`src/rtl/mul_stream_seq_pkg.sv`:
```
// Shared types and constants for the byte-stream multiplier front/back end.
package mul_stream_seq_pkg;

    localparam int unsigned BYTES_PER_WORD = 4;
    localparam int unsigned IDX_W          = 2;

    typedef logic [IDX_W-1:0] idx_t;

    typedef enum logic [1:0] {
        StLoad,
        StSettle,
        StSend
    } state_e;

endpackage

```
`src/rtl/mul_stream_seq_ser.sv`:
```
// 32-bit to 8-bit serializer with valid/ready handshake, least significant byte first.
module mul_stream_seq_ser
    import mul_stream_seq_pkg::*;
(
    input  logic        clk,
    input  logic        rst,
    input  logic        load,
    input  logic [31:0] word,
    output logic        out_valid,
    input  logic        out_ready,
    output logic [7:0]  out_data,
    output logic        done
);

    logic [31:0] word_q, word_d;
    idx_t        idx_q, idx_d;
    logic        valid_q, valid_d;

    always_comb begin
        word_d  = word_q;
        idx_d   = idx_q;
        valid_d = valid_q;
        done    = 1'b0;
        if (load) begin
            word_d  = word;
            idx_d   = '0;
            valid_d = 1'b1;
        end else if (valid_q && out_ready) begin
            if (idx_q == idx_t'(BYTES_PER_WORD - 1)) begin
                idx_d   = '0;
                valid_d = 1'b0;
                done    = 1'b1;
            end else begin
                idx_d = idx_q + 2'd1;
            end
        end
    end

    always_ff @(posedge clk or posedge rst) begin
        if (rst) begin
            word_q  <= '0;
            idx_q   <= '0;
            valid_q <= 1'b0;
        end else begin
            word_q  <= word_d;
            idx_q   <= idx_d;
            valid_q <= valid_d;
        end
    end

    assign out_valid = valid_q;
    assign out_data  = word_q[{idx_q, 3'b000} +: 8];

endmodule

```
`src/rtl/mul_stream_seq.sv`:
```
// Byte-stream operand loader and result serializer around a combinational 16x16 multiplier.
// Optional running accumulator enabled by defining MUL_STREAM_SEQ_ACC_EN.
module mul_stream_seq
    import mul_stream_seq_pkg::*;
#(
    parameter int unsigned SETTLE_CYCLES = 2
) (
    input  logic        clk,
    input  logic        rst,
    input  logic        in_valid,
    output logic        in_ready,
    input  logic [7:0]  in_data,
    output logic [31:0] mul_in,
    input  logic [31:0] mul_out,
    output logic        out_valid,
    input  logic        out_ready,
    output logic [7:0]  out_data,
    input  logic        acc_clr,
    output logic        busy
);

    state_e      state_q, state_d;
    idx_t        idx_q, idx_d;
    logic [7:0]  cnt_q, cnt_d;
    logic [31:0] mul_in_q, mul_in_d;
    logic        capture;
    logic [31:0] result;
    logic        ser_done;

`ifdef MUL_STREAM_SEQ_ACC_EN
    logic [31:0] acc_q, acc_d;

    // Clear takes effect before the add when both happen in one cycle.
    always_comb begin
        acc_d = acc_q;
        if (acc_clr) begin
            acc_d = '0;
        end
        if (capture) begin
            acc_d = acc_d + mul_out;
        end
    end

    always_ff @(posedge clk or posedge rst) begin
        if (rst) begin
            acc_q <= '0;
        end else begin
            acc_q <= acc_d;
        end
    end

    assign result = acc_d;
`else
    logic unused_acc_clr;
    assign unused_acc_clr = acc_clr;
    assign result         = mul_out;
`endif

    always_comb begin
        state_d  = state_q;
        idx_d    = idx_q;
        cnt_d    = cnt_q;
        mul_in_d = mul_in_q;
        capture  = 1'b0;
        case (state_q)
            StLoad: begin
                if (in_valid) begin
                    mul_in_d[{idx_q, 3'b000} +: 8] = in_data;
                    if (idx_q == idx_t'(BYTES_PER_WORD - 1)) begin
                        idx_d   = '0;
                        cnt_d   = '0;
                        state_d = StSettle;
                    end else begin
                        idx_d = idx_q + 2'd1;
                    end
                end
            end
            StSettle: begin
                cnt_d = cnt_q + 8'd1;
                if (cnt_q == 8'(SETTLE_CYCLES - 1)) begin
                    capture = 1'b1;
                    idx_d   = '0;
                    state_d = StSend;
                end
            end
            StSend: begin
                if (ser_done) begin
                    idx_d   = '0;
                    state_d = StLoad;
                end
            end
            default: state_d = StLoad;
        endcase
    end

    always_ff @(posedge clk or posedge rst) begin
        if (rst) begin
            state_q  <= StLoad;
            idx_q    <= '0;
            cnt_q    <= '0;
            mul_in_q <= '0;
        end else begin
            state_q  <= state_d;
            idx_q    <= idx_d;
            cnt_q    <= cnt_d;
            mul_in_q <= mul_in_d;
        end
    end

    mul_stream_seq_ser u_ser (
        .clk       (clk),
        .rst       (rst),
        .load      (capture),
        .word      (result),
        .out_valid (out_valid),
        .out_ready (out_ready),
        .out_data  (out_data),
        .done      (ser_done)
    );

    assign in_ready = (state_q == StLoad);
    assign busy     = (state_q != StLoad);
    assign mul_in   = mul_in_q;

endmodule

```
`config.mk`:
```
export PLATFORM = sky130hd
export DESIGN_NAME = mul_stream_seq
export DESIGN_NICKNAME = d
export VERILOG_FILES = /design/src/rtl/mul_stream_seq_pkg.sv /design/src/rtl/mul_stream_seq_ser.sv /design/src/rtl/mul_stream_seq.sv
export SDC_FILE = /design/constraint.sdc
export NUM_CORES = 1
export LEC_CHECK = 0
export CAP_MARGIN = 0
export CORE_ASPECT_RATIO = 1.5
export CORE_UTILIZATION = 53
export DETAILED_ROUTE_END_ITERATION = 8
export PLACE_DENSITY = 0.86
export SYNTH_ARGS = -nofsm -noshare
export SYNTH_HDL_FRONTEND = slang
export SYNTH_SLANG_ARGS = --single-unit
```
`constraint.sdc`:
```
create_clock -name clk -period 5.8 [get_ports clk]
set_input_delay 1.45 -clock clk [delete_from_list [all_inputs] [get_ports clk]]
set_output_delay 1.45 -clock clk [all_outputs]
set_load 0.02 [all_outputs]
```
# == After elaboration in Yosys (flattened, before gate mapping) ==
# Index checks and enable logic that the tools add are counted.
# W data, S select, Z words.
# op_classes
n_addsub,4
eq_ne,9
n_shift,3
mux,24
reduce_logical,12
# op_table
op,count
$bwmux W32,1
$shift A8 B7 Y32 const A,1
$shiftx A32 B6 Y8,1
$shiftx A8 B7 Y32,1
$mux W2,10
$mux W8,2
$pmux W8 S2,1
$pmux W2 S3,2
$add A8 B1 Y8 const B,1
$eq A8 B1 Y1 const B,1
$mux W1,8
$reduce_and A4 Y1,2
$reduce_bool A2 Y1,4
$neg A5 Y7,1
$eq A2 B2 Y1 const B,3
$ne A2 B2 Y1 const B,3
$add A2 B1 Y2 const B,2
$reduce_and A2 Y1,2
$reduce_and A3 Y1,1
$reduce_bool A3 Y1,1
$eq A2 B1 Y1 const B,1
$logic_not A2 Y1,1
$ne A2 B1 Y1 const B,1
$logic_and A1 B1 Y1,1
# word_totals
reg_bits,79
input_bits,45
output_inout_bits,43
elab_cells,59

# == Depth between registers and ports, before layout ==
# depth
depth_word,6
mapped_depth,7

# == Cells and area by module ==
# From an unflattened synthesis, not the netlist that was laid out.
# hier_totals
hier_cells,254
area_unflattened_um2,3564.7
# by_module_without_submodules
mod,instances,cells_per_inst,area_per_inst_um2,seq_area_each_um2
mul_stream_seq,1,162,2003.2,1101.1
mul_stream_seq_ser,1,92,1561.5,875.8

# == Worst setup path after synthesis ==
# Ideal clock, no wire load.
# synth_timing
path_kind,reg2out
start,reg u_ser.idx_q[0]
end,out out_data[0]
t_arrival_ns,1.442
setup_slack_ns,2.908
path_stages_with_launch,3
n_path_buf,1
cell_sequence,dfrtp_1 > clkbuf_1 > mux4_2
# synth_between
elab_chain_cells,1
# synth_rtl
element,line_no,source
"start, declared",mul_stream_seq_ser.sv:16,"idx_t idx_q, idx_d;"
"start signal, assigned",mul_stream_seq_ser.sv:46,idx_q <= idx_d;
$shiftx A32 B6 Y8,mul_stream_seq_ser.sv:52,"assign out_data = word_q[{idx_q, 3'b000} +: 8];"
"end, declared",mul_stream_seq.sv:17,"output logic [7:0] out_data,"
# No other way between the ends.

# == Worst setup path in the final report ==
# layout_timing
start,reg u_ser.idx_q[0]
end,out out_data[4]
# Same word-level chain as after synthesis.

==> metrics.log <==
[metrics] leak pwr: 2.157 nW
[metrics] Final Wtd Congestion: 0.8040
[metrics] antenna violation net count after detailed routing: 0
[metrics] number of library cell types mapped by synthesis: 31
[metrics] hold endpoint: u_ser.word_q[22]
[metrics] most common flop cell mapped by yosys: sky130_fd_sc_hd__dfrtp_1
[metrics] total routed wirelength: ~7.9 mm
[metrics] most common cell after layout, fill and taps aside: sky130_fd_sc_hd__clkdlybuf4s50_1
[metrics] sequential share of the synthesized area: 54.77%
[metrics] met3 layer usage reported by global route: 5.767%
[metrics] maximum number of pins on one net before global-route repair: between 40 and 50
[metrics] reg-to-reg endpoint: u_ser.word_q[23]
[metrics] worst endpoint data arrival time: 2.25 ns
[metrics] placement-stage cell area: 4526 um2
[metrics] number of failing hold endpoints at the final stage: 0
[metrics] Syn. warnings: 0
[metrics] Worst Clk Skew: ~0.013 ns
[metrics] Tmin final: 3.700 ns
[metrics] GR Overflow Total: 0
[metrics] final setup vio count: 0
[metrics] highest-utilization routing layer at the global route stage: met2
[metrics] boundary pin count: between 80 and 90
[metrics] Hold Path Class: flip-flop to flip-flop
[metrics] fraction of layout instances using a drive strength above 1: 19.30%
[metrics] relative slew slack: between 30% and 40%
[metrics] antenna violations before repair: 0
[metrics] ratio of routed vias to standard cells: approximately 5.7
[metrics] synthesized area: roughly 3600 um2
[metrics] post-synthesis net count: 304
[metrics] total clock buffers created by CTS: 9
[metrics] number of max-cap violations: 0
[metrics] first-pass GRT wire length: approximately 13 mm
[metrics] vias in the first global route: 2546
[metrics] port buffer count: 86
[metrics] setup total negative slack: 0 ns
[metrics] Hold Buf Count CTS: 0
[metrics] kind of start point of the critical path: flip-flop
[metrics] CP Data Required Time: 4.35 ns
[metrics] Worst Slack Setup Final: 2.100 ns
[metrics] clock tree root driver cell: sky130_fd_sc_hd__clkbuf_8
[metrics] worst-skew pair later-pin latency: 0.35 ns
[metrics] number of synthesized flops with an enable pin: 0
[metrics] die span in x: about 69 um
[metrics] element type at the critical path end: primary output
[metrics] hold wc startpoint: u_ser.word_q[22]
[metrics] beginning of the worst register-to-register path: cnt_q[1]
[metrics] worst reg2reg setup slack: about 3.0 ns
[metrics] DRC violation count after routing: 0
[metrics] PD cells: 534.5 nW/um2
[metrics] worst r2r path cells: 6
[metrics] multi-input gate area in the final layout: 1544 um2
[metrics] setup repair after global routing missed its margin: no
[metrics] footprint of the flip-flops and latches: 1977 um2
[metrics] commonest non-fill, non-tap cells in the layout: sky130_fd_sc_hd__clkdlybuf4s50_1 (86), sky130_fd_sc_hd__dfrtp_1 (79), sky130_fd_sc_hd__a22o_1 (33)
[metrics] final non-filler cell area: about 4700 um2
[metrics] met1 layer usage reported by global route: 27.41%
[metrics] critical-path maximum fanout: 11
[metrics] measured slew at the worst slew-check pin: 1.032 ns
[metrics] Setup Fix Bufs, Post-CTS: 0
[metrics] Std-Cell Core Area: 6531 um2
[metrics] row count: 36
[metrics] post-synthesis area per instance: 14.67 um2
[metrics] flip-flop and latch count after synthesis: 79
[metrics] maximum root-to-sink buffer count: 2
[metrics] largest vdd supply drop: around 0.32 mV
[metrics] NumNets Final: approximately 400
[metrics] DP Worst Slack: 2.035 ns
[metrics] layout overhead on the synthesized area: 30.64%
[metrics] final count of pins violating max slew: 0
[metrics] number of levels the H-tree was split into: 3
[metrics] die outline height: between 100 and 150 um
[metrics] Detailed Route Iter0 Violations: between 100 and 150
[metrics] DRT Pass-1 Iters: 4
[metrics] Post-CTS Resized: 0
[metrics] WS Path Type: flip-flop to primary output
[metrics] GR met2 Demand/Resource: 42.27%
[metrics] cell count after synthesis: 246
[metrics] Filler Cells Inserted: 417
[metrics] half-perimeter wire length after detailed placement: approximately 5.6 mm
[metrics] ANT cells: 0
[metrics] Worst-path clk slew: 0.08 ns
[metrics] detailed-route wire length per cell: ~19 um
[metrics] via count: approximately 2400
[metrics] Achievable Freq: 270.3 MHz
[metrics] final critical-path share of the clock period: 63.79%
[metrics] outcome: completed
[metrics] asr flop ratio synth: 100.0%
[metrics] Die Outline Area: 7152 um2
[metrics] GRT Total Usage: 23.47%
[metrics] Worst Hold Depth: 1
[metrics] Clock Sink Count: 79
[metrics] CTS tree: done
[metrics] starting density of the core: 55.27%
-- synth_stat cells (2+ instances only) --
cell type / n / share of area (%)
sky130_fd_sc_hd__buf_2: 2 / 0.28
sky130_fd_sc_hd__nor2_1: 6 / 0.62
sky130_fd_sc_hd__and2_1: 2 / 0.35
sky130_fd_sc_hd__o2111ai_1: 4 / 0.97
sky130_fd_sc_hd__a22o_1: 33 / 8.0
sky130_fd_sc_hd__inv_1: 9 / 0.94
sky130_fd_sc_hd__nor4b_2: 3 / 1.2
sky130_fd_sc_hd__mux4_2: 8 / 5.0
sky130_fd_sc_hd__buf_6: 3 / 0.94
sky130_fd_sc_hd__dfrtp_1: 79 / 55
sky130_fd_sc_hd__ha_1: 13 / 4.5
sky130_fd_sc_hd__and3_1: 3 / 0.52
sky130_fd_sc_hd__nand2_1: 7 / 0.73
sky130_fd_sc_hd__nand2b_1: 2 / 0.35
sky130_fd_sc_hd__clkbuf_1: 3 / 0.31
sky130_fd_sc_hd__a31oi_1: 2 / 0.35
sky130_fd_sc_hd__mux2_4: 30 / 12
sky130_fd_sc_hd__xor2_1: 3 / 0.73
sky130_fd_sc_hd__mux2i_1: 2 / 0.55
sky130_fd_sc_hd__o21ai_0: 7 / 0.97
sky130_fd_sc_hd__a21oi_1: 3 / 0.42
sky130_fd_sc_hd__nor3_1: 2 / 0.28
sky130_fd_sc_hd__nand3_1: 8 / 1.1
sky130_fd_sc_hd__mux2_2: 4 / 1.2
sky130_fd_sc_hd__o31ai_1: 2 / 0.42
-- worst max-delay path by stage --
stage / startpoint / to / slack (ns)
2_1_floorplan: rst / cnt_q[0] / 2.33
3_3_place_gp: in_valid / mul_in[3] / 2.17
3_5_place_dp: in_valid / mul_in[12] / 2.03
4_1_cts: u_ser.idx_q[0] / out_data[4] / 2.06
5_1_grt: u_ser.idx_q[0] / out_data[3] / 2.00
6_report: u_ser.idx_q[0] / out_data[4] / 2.10
-- logic make-up after synthesis --
kind of cell | share of synthesized area, %
flops | 54.77
compound gates | 11.58
mux | 19.27
simple gates | 6.690
buf+inv | 2.461
fa+ha+maj | 4.506
xor+xnor | 0.7280
-- area by class of cell --
| cell class | count | share of cell area [%] |
|---|---|---|
| Inverter | 9 | 0.7164 |
| Tap cell | 76 | 2.016 |
| Timing Repair Buffer | 88 | 18.57 |
| Sequential cell | 79 | 41.92 |
| Clock inverter | 5 | 1.247 |
| Clock buffer | 11 | 2.786 |
| Multi-Input combinational cell | 150 | 32.74 |
-- worst max-delay path, cell delays in order, from the launching register on --
cell and delay [ns]:
sky130_fd_sc_hd__dfrtp_1 0.74, sky130_fd_sc_hd__mux4_2 0.60, sky130_fd_sc_hd__clkdlybuf4s50_1 0.55
-- registers in the layout, indices dropped and copies added (netlist names) --
register,flops
mul_in,32
idx_q,2
cnt_q,8
u_ser.idx_q,2
u_ser.out_valid,1
state_q,2
u_ser.word_q,32
-- stage by stage --
step | total power [mW] | utilization (%) | cells | hold WS, ns
after floorplan | 1.717 | - | 246 | 0.4740
after global placement | 2.090 | 69.29 | 402 | 0.4848
after detailed placement | 2.139 | 69.29 | 402 | 0.4903
after CTS | 2.543 | 72.20 | 418 | 0.5116
after global routing | 2.665 | 72.20 | 418 | 0.5288
final | 2.521 | 72.20 | 418 | 0.5090
-- where the power goes --
part           internal (mW)  total [mW]  switching [mW]  leakage [nW]
Clock                  0.199       0.395           0.196        0.0895
Sequential             0.764       0.933           0.169          1.01
Combinational          0.682        1.19           0.511          1.06
-- routing by layer --
metal,vias to the layer above,wire length (um)
met5,-,0
met4,0,101
met3,12,464
met2,92,4144
met1,1186,3197
li1,1098,-
(Power assumes the default switching activity.)
